### src/rtl/uart_pkg.sv
// rtl/uart_pkg.sv - shared types and line-level constants for the UART receiver
//
// Purpose: receiver FSM state encoding and the fixed line levels of a frame.
// Ports:   none (package).

package uart_pkg;

  typedef enum logic [2:0] {
    RX_IDLE,
    RX_START,
    RX_PARITY,
    RX_DATA,
    RX_STOP
  } rx_state_t;

  localparam logic START_BIT  = 1'b0;
  localparam logic STOP_BIT   = 1'b1;
  localparam logic IDLE_LEVEL = 1'b1;

endpackage

### src/rtl/uart_rx_if.sv
// rtl/uart_rx_if.sv - serial-in / byte-out bundle of the UART receiver
//
// Purpose: groups the oversample strobe, serial line and received-byte outputs.
// Signals:
//   os_tick     oversample strobe (OVERSAMPLE x baud), 1 clk wide
//   rx          serial line, idle high, asynchronous to clk
//   rd_data     last received byte, held until the next frame completes
//   rd_valid    1-clk pulse when rd_data / parity_err / frame_err update
//   parity_err  parity mismatch on last frame (held)
//   frame_err   stop bit sampled low on last frame (held)
//   busy        receiver is inside a frame
// Modports: master drives the line side, slave is the receiver.

interface uart_rx_if #(
  parameter int DATA_BITS = 8
);
  logic                 os_tick;
  logic                 rx;
  logic [DATA_BITS-1:0] rd_data;
  logic                 rd_valid;
  logic                 parity_err;
  logic                 frame_err;
  logic                 busy;

  modport master (
    output os_tick, rx,
    input  rd_data, rd_valid, parity_err, frame_err, busy
  );

  modport slave (
    input  os_tick, rx,
    output rd_data, rd_valid, parity_err, frame_err, busy
  );
endinterface

### src/rtl/uart_sync2.sv
// rtl/uart_sync2.sv - two-flop synchronizer with selectable reset level
//
// Purpose: brings an asynchronous single-bit input into the clk domain.
// Ports:
//   clk  in   system clock
//   rst  in   asynchronous active-high reset; both flops load RESET_VAL
//   d_i  in   asynchronous input
//   q_o  out  synchronized output (2 clk latency)

module uart_sync2 #(
  parameter logic RESET_VAL = 1'b1
) (
  input  logic clk,
  input  logic rst,
  input  logic d_i,
  output logic q_o
);

  logic meta_q;
  logic sync_q;

  always_ff @(posedge clk or posedge rst) begin
    if (rst) begin
      meta_q <= RESET_VAL;
      sync_q <= RESET_VAL;
    end else begin
      meta_q <= d_i;
      sync_q <= meta_q;
    end
  end

  assign q_o = sync_q;

endmodule

### src/rtl/uart_rx.sv
// rtl/uart_rx.sv - oversampling UART receiver, frame: start, parity, data MSB first, stop
//
// Purpose: recovers one character per frame from rx, sampling each bit at its
//          mid-point on the os_tick grid, and reports byte plus error flags.
// Ports:
//   clk  in     system clock
//   rst  in     asynchronous active-high reset
//   bus  slave  uart_rx_if: os_tick, rx in; rd_data, rd_valid, parity_err,
//               frame_err, busy out

module uart_rx
  import uart_pkg::*;
#(
  parameter int OVERSAMPLE = 16,
  parameter int DATA_BITS  = 8
) (
  input  logic      clk,
  input  logic      rst,
  uart_rx_if.slave  bus
);

  localparam int TICK_W = $clog2(OVERSAMPLE);
  localparam int BIT_W  = $clog2(DATA_BITS);
  localparam logic [TICK_W-1:0] HALF_TICK = TICK_W'(OVERSAMPLE / 2 - 1);
  localparam logic [TICK_W-1:0] LAST_TICK = TICK_W'(OVERSAMPLE - 1);
  localparam logic [BIT_W-1:0]  LAST_BIT  = BIT_W'(DATA_BITS - 1);

  logic rx_s;

  uart_sync2 #(.RESET_VAL(IDLE_LEVEL)) u_rx_sync (
    .clk (clk),
    .rst (rst),
    .d_i (bus.rx),
    .q_o (rx_s)
  );

  rx_state_t            state_q,   state_d;
  logic [TICK_W-1:0]    tick_q,    tick_d;
  logic [BIT_W-1:0]     bit_q,     bit_d;
  logic [DATA_BITS-1:0] shift_q,   shift_d;
  logic                 par_q,     par_d;
  logic                 armed_q,   armed_d;
  logic [DATA_BITS-1:0] rd_data_q, rd_data_d;
  logic                 valid_q,   valid_d;
  logic                 perr_q,    perr_d;
  logic                 ferr_q,    ferr_d;
  logic                 busy_q,    busy_d;

  always_comb begin
    state_d   = state_q;
    tick_d    = tick_q;
    bit_d     = bit_q;
    shift_d   = shift_q;
    par_d     = par_q;
    armed_d   = armed_q;
    rd_data_d = rd_data_q;
    valid_d   = 1'b0;
    perr_d    = perr_q;
    ferr_d    = ferr_q;
    busy_d    = busy_q;

    if (bus.os_tick) begin
      case (state_q)
        RX_IDLE: begin
          // After a bad stop bit the line must be seen idle once before a new
          // start edge is trusted; otherwise a break would stream 0x00 frames.
          if (!armed_q) begin
            if (rx_s == IDLE_LEVEL) armed_d = 1'b1;
          end else if (rx_s == START_BIT) begin
            state_d = RX_START;
            tick_d  = '0;
            busy_d  = 1'b1;
          end
        end
        RX_START: begin
          if (tick_q == HALF_TICK) begin
            if (rx_s != START_BIT) begin
              state_d = RX_IDLE;
              busy_d  = 1'b0;
            end else begin
              state_d = RX_PARITY;
              tick_d  = '0;
            end
          end else begin
            tick_d = tick_q + 1'b1;
          end
        end
        RX_PARITY, RX_DATA, RX_STOP: begin
          if (tick_q == LAST_TICK) begin
            tick_d = '0;
            if (state_q == RX_PARITY) begin
              par_d   = rx_s;
              bit_d   = '0;
              state_d = RX_DATA;
            end else if (state_q == RX_DATA) begin
              shift_d = {shift_q[DATA_BITS-2:0], rx_s};
              bit_d   = bit_q + 1'b1;
              if (bit_q == LAST_BIT) state_d = RX_STOP;
            end else begin
              rd_data_d = shift_q;
              perr_d    = (^shift_q) != par_q;
              ferr_d    = (rx_s != STOP_BIT);
              valid_d   = 1'b1;
              armed_d   = (rx_s == STOP_BIT);
              busy_d    = 1'b0;
              state_d   = RX_IDLE;
            end
          end else begin
            tick_d = tick_q + 1'b1;
          end
        end
        default: begin
          state_d = RX_IDLE;
          busy_d  = 1'b0;
        end
      endcase
    end
  end

  always_ff @(posedge clk or posedge rst) begin
    if (rst) begin
      state_q   <= RX_IDLE;
      tick_q    <= '0;
      bit_q     <= '0;
      shift_q   <= '0;
      par_q     <= 1'b0;
      armed_q   <= 1'b1;
      rd_data_q <= '0;
      valid_q   <= 1'b0;
      perr_q    <= 1'b0;
      ferr_q    <= 1'b0;
      busy_q    <= 1'b0;
    end else begin
      state_q   <= state_d;
      tick_q    <= tick_d;
      bit_q     <= bit_d;
      shift_q   <= shift_d;
      par_q     <= par_d;
      armed_q   <= armed_d;
      rd_data_q <= rd_data_d;
      valid_q   <= valid_d;
      perr_q    <= perr_d;
      ferr_q    <= ferr_d;
      busy_q    <= busy_d;
    end
  end

  assign bus.rd_data    = rd_data_q;
  assign bus.rd_valid   = valid_q;
  assign bus.parity_err = perr_q;
  assign bus.frame_err  = ferr_q;
  assign bus.busy       = busy_q;

endmodule
### src/flat_wrapper.sv
// flat-port wrapper written by rule: the top's interface ports become plain ports
module uart_rx_flat import uart_pkg::*;
#(
  parameter int OVERSAMPLE = 16,
  parameter int DATA_BITS  = 8
)
  (clk, rst, bus_os_tick, bus_rx, bus_rd_data, bus_rd_valid, bus_parity_err, bus_frame_err, bus_busy);
  uart_rx_if #(.DATA_BITS(DATA_BITS)) bus_i ();
  input  logic clk;
  input  logic rst;
  input wire logic [$bits(bus_i.os_tick)-1:0] bus_os_tick;
  input wire logic [$bits(bus_i.rx)-1:0] bus_rx;
  output wire logic [$bits(bus_i.rd_data)-1:0] bus_rd_data;
  output wire logic [$bits(bus_i.rd_valid)-1:0] bus_rd_valid;
  output wire logic [$bits(bus_i.parity_err)-1:0] bus_parity_err;
  output wire logic [$bits(bus_i.frame_err)-1:0] bus_frame_err;
  output wire logic [$bits(bus_i.busy)-1:0] bus_busy;
  assign bus_i.os_tick = bus_os_tick;
  assign bus_i.rx = bus_rx;
  assign bus_rd_data = bus_i.rd_data;
  assign bus_rd_valid = bus_i.rd_valid;
  assign bus_parity_err = bus_i.parity_err;
  assign bus_frame_err = bus_i.frame_err;
  assign bus_busy = bus_i.busy;
  uart_rx #(.OVERSAMPLE(OVERSAMPLE), .DATA_BITS(DATA_BITS)) u_core (.clk(clk), .rst(rst), .bus(bus_i));
endmodule
### config.mk
export PLATFORM = sky130hd
export DESIGN_NAME = uart_rx_flat
export DESIGN_NICKNAME = d
export VERILOG_FILES = /design/src/rtl/uart_pkg.sv /design/src/rtl/uart_rx_if.sv /design/src/rtl/uart_sync2.sv /design/src/rtl/uart_rx.sv /design/src/flat_wrapper.sv
export SDC_FILE = /design/constraint.sdc
export NUM_CORES = 1
export LEC_CHECK = 0
export CORE_MARGIN = 5
export CORE_UTILIZATION = 45
export DETAILED_ROUTE_END_ITERATION = 7
export PLACE_DENSITY_LB_ADDON = 0.2
export SLEW_MARGIN = 20
export SYNTH_ARGS = -nofsm -noshare
export SYNTH_HDL_FRONTEND = slang
export SYNTH_HIERARCHICAL = 1
export SYNTH_SLANG_ARGS = --single-unit
### constraint.sdc
create_clock -name clk -period 2.9 [get_ports clk]
set_input_delay 0.29 -clock clk [delete_from_list [all_inputs] [get_ports clk]]
set_output_delay 0.29 -clock clk [all_outputs]
set_load 0.005 [all_outputs]
==> results of run 1 <==
[per-stage QoR]
step | hold WS (ps) | cells | util (%) | total power [µW]
floorplan | 202 | 159 | - | 761
global placement | 348 | 216 | 50.6 | 788
detailed placement | 351 | 216 | 50.6 | 800
CTS | 352 | 224 | 53.1 | 1160
global route | 350 | 224 | 53.1 | 1220
finish | 353 | 224 | 53.1 | 1150
[final cells by class]
type | instances | area (µm²) | share of cell area [%]
timing repair buffer | 16 | 158 | 8.24
clock buffer | 7 | 86.3 | 4.51
inverter | 5 | 18.8 | 0.980
tap | 48 | 60.1 | 3.14
clock inverter | 1 | 5.00 | 0.261
sequential | 34 | 855 | 44.6
multi-input combinational | 113 | 732 | 38.2
[cells in the mapped netlist, types with 2 or more instances]
cell type / instances / area share, %
nor2b_1: 2 / 0.76
inv_1: 4 / 0.91
o31ai_1: 2 / 0.91
nand3_1: 3 / 0.91
nand2_1: 39 / 8.9
a31oi_1: 2 / 0.76
dfstp_2: 3 / 4.8
buf_2: 4 / 1.2
mux2_2: 10 / 6.8
a21oi_1: 5 / 1.5
nand4_4: 2 / 2.6
dfrtp_1: 31 / 47
nor2_1: 6 / 1.4
nand2b_1: 4 / 1.5
xnor2_1: 9 / 4.8
ha_1: 3 / 2.3
o21ai_0: 9 / 2.7
[critical path, cell delays in order, from the launching register on]
cell and delay, ps:
dfrtp_1 380, ha_1 290, and3_1 440, nand3_2 200
nor2_1 160, mux2_2 340
[metal layers]
metal / global-route usage (%) / part of all wire (%)
met5: 0 / 0
met4: 5.74 / 0.46
met3: 4.32 / 2.6
met2: 21.9 / 50
met1: 17.4 / 47
[cells by family (layout without fill, tap and decap cells)]
kind of cell    count (synthesis)  count (layout)  share of synthesized area, %
mux                            10              10                          6.83
compound gates                 28              28                          11.2
xor+xnor                       10              10                          5.32
fa+ha+maj                       3               3                          2.28
simple gates                   62              62                          18.8
flops                          34              34                          51.9
buf+inv                        12              29                          3.72
[registers in the layout, indices dropped and copies added (netlist names), 3 cells and up]
name and count:
u_core/bus.rd_data 8, u_core/tick_q 4, u_core/bit_q 3, u_core/shift_q 8
u_core/state_q 3
[final timing paths]
kind / slack [ps] / endpoint / from / cells past startpoint
min in group asynchronous: 360 / u_core/u_rx_sync/q_o / rst / 2
worst min register to register: 350 / u_core/u_rx_sync/q_o / u_core/u_rx_sync/meta_q / 0
max in group asynchronous: 2150 / u_core/armed_q / rst / 3
worst max-delay path: 980 / u_core/par_q / u_core/tick_q[0] / 5
worst max register to register: 980 / u_core/par_q / u_core/tick_q[0] / 5
worst min-delay path: 350 / u_core/u_rx_sync/q_o / u_core/u_rx_sync/meta_q / 0
[power breakdown]
| group | internal, µW | leakage (µW) | switching (µW) | total, µW |
|---|---|---|---|---|
| combinational | 90.3 | 0.000394 | 101 | 191 |
| sequential | 519 | 0.000447 | 82.5 | 601 |
| clock | 191 | 0.0000482 | 164 | 355 |
| total | 800 | 0.000889 | 347 | 1150 |
==> results.sh, run 1 <==
export IMPL_outcome="finished clean"
export IMPL_crit_fanout=7
export IMPL_syn_area_mm2=0.00165
export IMPL_synth_seq_cells=34
export IMPL_synth_edf_count=0
export IMPL_drtIter0Drc=65
export IMPL_die_x_um=70.5
export IMPL_overflow=0
export IMPL_finalSetupViolCount=0
export IMPL_setup_worst_path_start_class="register"
export IMPL_ys_types=38
export IMPL_mostFrequentLayoutCells="nand2_1 (39), dfrtp_1 (31), clkdlybuf4s50_1 (15), mux2_2 (10)"
export IMPL_htree_levels=2
export IMPL_arrival_ps=2090
export IMPL_clockBufferDepth=2
export IMPL_p_leak_uw=0.000889
export IMPL_nNetsFinal=182
export IMPL_ctsResizeCount=0
export IMPL_first_global_vias=1163
export IMPL_first_pass_iters=4
export IMPL_hold_viol=0
export IMPL_ir_drop_mv=0.356
export IMPL_num_rows=22
export IMPL_core_mm2=0.00361
export IMPL_criticalPathCategory="register to register"
export IMPL_vias=1159
export IMPL_grt_use_total_pct=13.8
export IMPL_grt_first_pass_wirelength_um=5420
export IMPL_post_cts_setup_buffers=0
export IMPL_async_flop_share_pct=100
export IMPL_hold_path_class="register to register"
export IMPL_routed_wl_um=3030
export IMPL_final_common_cell="nand2_1"
export IMPL_ioPinCount=16
export IMPL_syn_inst=159
export IMPL_cts_hold_buffers_added=0
export IMPL_place_area_mm2=0.00182
export IMPL_ys_warn_count=6
export IMPL_io_buffers=15
export IMPL_clockRootBuffer="clkbuf_8"
export IMPL_power_density_mw_per_mm2=599
export IMPL_antenna_found_initial=0
export IMPL_antenna_cells=0
export IMPL_setup_slack_ps=982
export IMPL_ys_flop_type="dfrtp_1"
export IMPL_cp_end_kind="register"
export IMPL_ant_nets=0
export IMPL_worst_slew_pin_slew_ps=618
export IMPL_drc=0
export IMPL_path_clk_slew_ps=70
export IMPL_cts_tree="done"
export IMPL_dieArea_mm2=0.00497
export IMPL_finish_instance_area_mm2=0.00191
export IMPL_rsz0062_at_grt="no"
export IMPL_required_ps=3070
export IMPL_numCtsBuffers=5
export IMPL_die_y_um=70.5
export IMPL_finalCritPeriodShare_pct=66.1
export IMPL_drive_above_1_share_pct=15.9
export IMPL_timing_slew_headroom_pct=58.7
export IMPL_nFillCells=343
export IMPL_avgRoutedWirePerCell_um=13.5
export IMPL_fin_crit_ps=1920
export IMPL_dp_hpwl_um=2080
export IMPL_slew_viol_final=0
export IMPL_place_congestion=0.818
export IMPL_cts_sinks=34
export IMPL_initial_core_util_pct=45.7
export IMPL_skew_ps=4.33
export IMPL_fmax_ghz=0.521
export IMPL_maxCapViolCount=0
export IMPL_setup_tns_ps=0
export IMPL_synthToLayoutAreaGrowth_pct=16.2
export IMPL_synth_area_per_cell_um2=10.4
export IMPL_grt_max_degree=33
export IMPL_via_per_inst=5.17
export IMPL_syn_nets=166
export IMPL_clock_latency_ps=280
export IMPL_yosysSeqAreaShare_pct=51.9
export IMPL_preCtsSetupSlack_ps=878
No activity file was read; power rests on OpenSTA's default activity.
==> run 2, diff against run 1 <==
==> constraint.sdc (replaced) <==
create_clock -name clk -period 1.8 [get_ports clk]
set_input_delay 0.18 -clock clk [delete_from_list [all_inputs] [get_ports clk]]
set_output_delay 0.18 -clock clk [all_outputs]
set_load 0.005 [all_outputs]
==> run 2 against run 1 <==
Net effect:
- sequential share of layout area down 1.4 points
- fmax up 16%
- via count up 0.43%
- sequential power up 55%
- largest cell class unchanged
- highest routed layer unchanged
==> results.sh, run 2 (synthesis results as in run 1) <==
export IMPL_wl_met2_um=1520
export IMPL_first_pass_iters=4
export IMPL_required_ps=1960
export IMPL_final_util_pct=54.8
export IMPL_skew_ps=3.34
export IMPL_die_x_um=70.5
export IMPL_mostFrequentLayoutCells="nand2_1 (39), dfrtp_1 (31), clkdlybuf4s50_1 (15), mux2_2 (10)"
export IMPL_rsz0062_at_grt="no"
export IMPL_setup_slack_ps=148
export IMPL_dp_hpwl_um=2180
export IMPL_die_y_um=70.5
export IMPL_fin_crit_ps=1650
export IMPL_ioPinCount=16
export IMPL_comb_power_share_pct=20.6
export IMPL_setup_worst_path_start_class="register"
export IMPL_ir_drop_mv=0.573
export IMPL_power_frac_clock_pct=29.9
export IMPL_synthToLayoutAreaGrowth_pct=19.8
export IMPL_grt_first_pass_wirelength_um=5690
export IMPL_max_stage_delay_ps=390
export IMPL_hold_ws_ps=258
export IMPL_cp_slowest_cell="and3_1"
export IMPL_cts_tree="done"
export IMPL_ctsResizeCount=0
export IMPL_via_per_inst=5.02
export IMPL_nFillCells=317
export IMPL_p_leak_uw=0.000927
export IMPL_final_common_cell="nand2_1"
export IMPL_arrival_ps=1810
export IMPL_p_switching_uw=549
export IMPL_power_density_mw_per_mm2=952
export IMPL_drtIter0Drc=51
export IMPL_avgRoutedWirePerCell_um=12.8
export IMPL_num_rows=22
export IMPL_dr_wl_met3_um=94
export IMPL_cts_sinks=34
export IMPL_path_clk_slew_ps=70
export IMPL_top_layer="met4"
export IMPL_timing_slew_headroom_pct=72.7
export IMPL_clock_latency_ps=270
export IMPL_io_buffers=15
export IMPL_grt_max_degree=33
export IMPL_fmax_ghz=0.605
export IMPL_drc=0
export IMPL_crit_chain="ha_1, and3_1, nand4_4, mux2_2"
export IMPL_antenna_found_initial=0
export IMPL_cp_end_kind="register"
export IMPL_grt_use_total_pct=14.2
export IMPL_reg2reg_depth=4
export IMPL_finalSetupViolCount=0
export IMPL_worst_slew_pin_slew_ps=410
export IMPL_setup_tns_ps=0
export IMPL_ant_nets=0
export IMPL_numCtsBuffers=5
export IMPL_p_int_uw=1330
export IMPL_wl_met1_um=1330
export IMPL_initial_core_util_pct=45.7
export IMPL_cts_hold_buffers_added=0
export IMPL_first_global_vias=1263
export IMPL_maxCapViolCount=0
export IMPL_dieArea_mm2=0.00497
export IMPL_crit_fanout=9
export IMPL_criticalPathCategory="register to register"
export IMPL_outcome="finished clean"
export IMPL_drive_above_1_share_pct=19.6
export IMPL_post_cts_setup_buffers=0
export IMPL_overflow=0
export IMPL_nNetsFinal=190
export IMPL_switching_share_pct=29.2
export IMPL_antenna_cells=0
export IMPL_vias=1164
export IMPL_hold_path_class="input pin to asynchronous set/reset pin"
export IMPL_clockRootBuffer="clkbuf_8"
export IMPL_clockBufferDepth=2
export IMPL_core_mm2=0.00361
export IMPL_finalCritPeriodShare_pct=91.8
export IMPL_place_congestion=0.839
export IMPL_htree_levels=2
export IMPL_slew_viol_final=0
export IMPL_p_seq_share_pct=49.5
export IMPL_hold_viol=0
export IMPL_preCtsSetupSlack_ps=141
export IMPL_routed_wl_um=2980
-- run 2: cell types whose count changed in the layout (fill, tap and decap cells not counted), sizes merged --
cell	change
buf	+8
-- run 2: critical path: cells and delay by family, from the launching register on --
kind	cells	cell delay, ps
mux	1	330
flops	1	380
simple gates	2	640
fa+ha+maj	1	180
-- run 2: worst paths after layout --
kind	from	endpoint	slack [ps]
min	rst	u_core/u_rx_sync/meta_q	260
max in group asynchronous	rst	u_core/armed_q	1150
max	u_core/tick_q[0]	u_core/shift_q[1]	150
min in group clk	bus_rx	u_core/u_rx_sync/meta_q	320
min reg2reg	u_core/u_rx_sync/meta_q	u_core/u_rx_sync/q_o	360
max reg2reg	u_core/tick_q[0]	u_core/shift_q[1]	150
-- run 2: area by class of cell --
class | instances | area [µm²] | area share (%)
timing repair buffer | 24 | 218 | 11.0
multi-input combinational | 113 | 732 | 37.1
sequential | 34 | 855 | 43.3
tap | 48 | 60.1 | 3.04
clock inverter | 1 | 5.00 | 0.253
clock buffer | 7 | 86.3 | 4.37
inverter | 5 | 18.8 | 0.951
-- run 2: power by group through the flow --
stage	logic, µW	clock network [µW]	registers [µW]
after floorplan	323	0	903
after global placement	383	0	944
after detailed placement	391	0	945
after CTS	393	585	931
after global routing	442	619	950
final	387	563	930
-- run 2: through the flow --
step,cells,cell area [µm²],power [µW]
global route,232,1970,2010
global placement,224,1880,1330
detailed placement,224,1880,1340
CTS,232,1970,1910
finish,232,1970,1880
floorplan,159,1650,1230
-- run 2: metal layers --
metal | global-route usage (%) | up-vias
li1 | - | 589
met5 | 0 | -
met3 | 3.31 | 4
met2 | 23.9 | 15
met4 | 5.96 | 0
met1 | 17.6 | 556
==> run 3, diff against run 2 <==
--- a/config.mk
+++ b/config.mk
@@ -8,7 +8,7 @@
 export CORE_MARGIN = 5
 export CORE_UTILIZATION = 45
 export DETAILED_ROUTE_END_ITERATION = 7
-export PLACE_DENSITY_LB_ADDON = 0.2
+export PLACE_DENSITY = 0.65
 export SLEW_MARGIN = 20
 export SYNTH_ARGS = -nofsm -noshare
 export SYNTH_HDL_FRONTEND = slang
==> constraint.sdc (replaced) <==
create_clock -name clk -period 1.8 [get_ports clk]
set_input_delay 0.18 -clock clk [delete_from_list [all_inputs] [get_ports clk]]
set_output_delay 0.18 -clock clk [all_outputs]
set_load 0.1 [all_outputs]
==> run 3 against run 2 <==
Net effect:
- via count rose by 1.2%
- setup slack gained 5.0 ps
- cell count did not move
- hold slack got worse by 21 ps
- fmax grew 0.30%
- die area did not move
- count of clock-buffer cells in the layout is 1 lower
- clock power grew 6.0%
- critical path type unchanged
- critical endpoint is now u_core/shift_q[2]
==> results.sh, run 3 (synthesis results as in run 1) <==
export IMPL_outcome="finished clean"
export IMPL_stdcell_count=232
export IMPL_clockBufferDepth=2
export IMPL_cts_sinks=34
export IMPL_clockRootBuffer="clkbuf_8"
export IMPL_via_per_inst=5.08
export IMPL_dp_cells=224
export IMPL_core_mm2=0.00361
export IMPL_p_leak_uw=0.000946
export IMPL_fin_crit_ps=1650
export IMPL_antenna_found_initial=0
export IMPL_ant_nets=0
export IMPL_max_stage_delay_ps=380
export IMPL_drive_above_1_share_pct=27.2
export IMPL_required_ps=1970
export IMPL_wl_met2_um=1460
export IMPL_finalSetupViolCount=0
export IMPL_slew_viol_final=0
export IMPL_htree_levels=2
export IMPL_worst_slew_pin_slew_ps=411
export IMPL_nFillCells=338
export IMPL_finalCritPeriodShare_pct=91.5
export IMPL_dieArea_mm2=0.00497
export IMPL_nNetsFinal=190
export IMPL_first_global_vias=1162
export IMPL_preCtsSetupSlack_ps=118
export IMPL_place_congestion=0.838
export IMPL_drtIter0Drc=78
export IMPL_grt_use_total_pct=14.2
export IMPL_synthToLayoutAreaGrowth_pct=18.5
export IMPL_ir_drop_mv=0.719
export IMPL_power_density_mw_per_mm2=993
export IMPL_wl_met1_um=1630
export IMPL_fmax_ghz=0.607
export IMPL_clock_latency_ps=290
export IMPL_first_pass_iters=4
export IMPL_skew_ps=3.92
export IMPL_rsz0062_at_grt="no"
export IMPL_grt_first_pass_wirelength_um=5550
export IMPL_num_rows=22
export IMPL_hold_viol=0
export IMPL_setup_worst_path_start_class="register"
export IMPL_top_layer="met4"
export IMPL_vias=1178
export IMPL_dr_wl_met3_um=99
export IMPL_grt_max_degree=33
export IMPL_timing_slew_headroom_pct=72.6
export IMPL_die_x_um=70.5
export IMPL_criticalPathCategory="register to register"
export IMPL_drc=0
export IMPL_crit_fanout=9
export IMPL_antenna_cells=0
export IMPL_mostFrequentLayoutCells="nand2_1 (39), dfrtp_1 (31), buf_4 (21), mux2_2 (10)"
export IMPL_setup_slack_ps=153
export IMPL_final_common_cell="nand2_1"
export IMPL_ctsResizeCount=0
export IMPL_die_y_um=70.5
export IMPL_maxCapViolCount=0
export IMPL_post_cts_setup_buffers=0
export IMPL_cp_end_kind="register"
export IMPL_ioPinCount=16
export IMPL_overflow=0
export IMPL_io_buffers=15
export IMPL_routed_wl_um=3220
export IMPL_cts_tree="done"
export IMPL_arrival_ps=1820
export IMPL_cp_slowest_cell="dfrtp_1"
export IMPL_cp_top_family="simple AND/OR/NAND/NOR gates"
export IMPL_cts_hold_buffers_added=0
export IMPL_hold_path_class="input pin to asynchronous set/reset pin"
export IMPL_dp_hpwl_um=2290
export IMPL_worstPathBufferInverterCount=0
export IMPL_path_clk_slew_ps=70
export IMPL_place_area_mm2=0.00185
export IMPL_numCtsBuffers=5
export IMPL_finish_instance_area_mm2=0.00195
export IMPL_crit_chain="ha_1, and3_1, nand4_4, mux2_2"
export IMPL_avgRoutedWirePerCell_um=13.9
export IMPL_initial_core_util_pct=45.7
export IMPL_setup_tns_ps=0
==> run 3: changes by cell type in the layout (fill, tap and decap cells not counted), sizes merged <==
| cell | change |
|---|---|
| clkbuf | -1 |
| clkdlybuf4s50 | -12 |
| clkinv | -1 |
| buf | +12 |
| clkinvlp | +2 |
==> run 3: area by class of cell <==
type,count,area (µm²),share of cell area [%]
tap,48,60.1,3.08
timing repair buffer,24,188,9.62
multi-input combinational,113,732,37.5
inverter,5,22.5,1.15
sequential,34,855,43.8
clock buffer,6,82.6,4.23
clock inverter,2,12.5,0.641
==> run 3: worst register-to-register path, delay by kind of cell, from the launching register on <==
kind                     cells  cell delay [ps]
adder cells (fa/ha/maj)      1              180
multiplexers                 1              350
AND/OR/NAND/NOR              2              630
flip-flops                   1              380
==> run 3: metal layers <==
metal	track usage, %	vias up
li1	-	593
met4	5.11	0
met2	20.9	15
met1	20.2	565
met5	0	-
met3	3.45	5
==> run 3: stage by stage <==
step	hold slack, ps	total power, µW	util [%]
2_1_floorplan	91.5	1240	-
3_3_place_gp	346	1340	51.4
3_5_place_dp	349	1350	51.4
4_1_cts	240	1960	54.0
5_1_grt	256	2050	54.1
6_report	237	1940	54.1
==> run 3: path summary, 6_finish.rpt <==
path,startpoint,to,slack (ps),cells past startpoint
worst max register to register,u_core/tick_q[0],u_core/shift_q[2],150,4
worst min-delay path,rst,u_core/u_rx_sync/q_o,240,2
worst max-delay path,u_core/tick_q[0],u_core/shift_q[2],150,4
max in group asynchronous,rst,u_core/armed_q,1160,3
worst min register to register,u_core/u_rx_sync/meta_q,u_core/u_rx_sync/q_o,360,0
min in group clk,bus_rx,u_core/u_rx_sync/meta_q,300,1
==> run 3: where the power goes <==
part           total, µW  switching, µW  internal (µW)
clock network        597            290            307
logic                407            221            186
registers            934           98.7            836
total               1940            610           1330
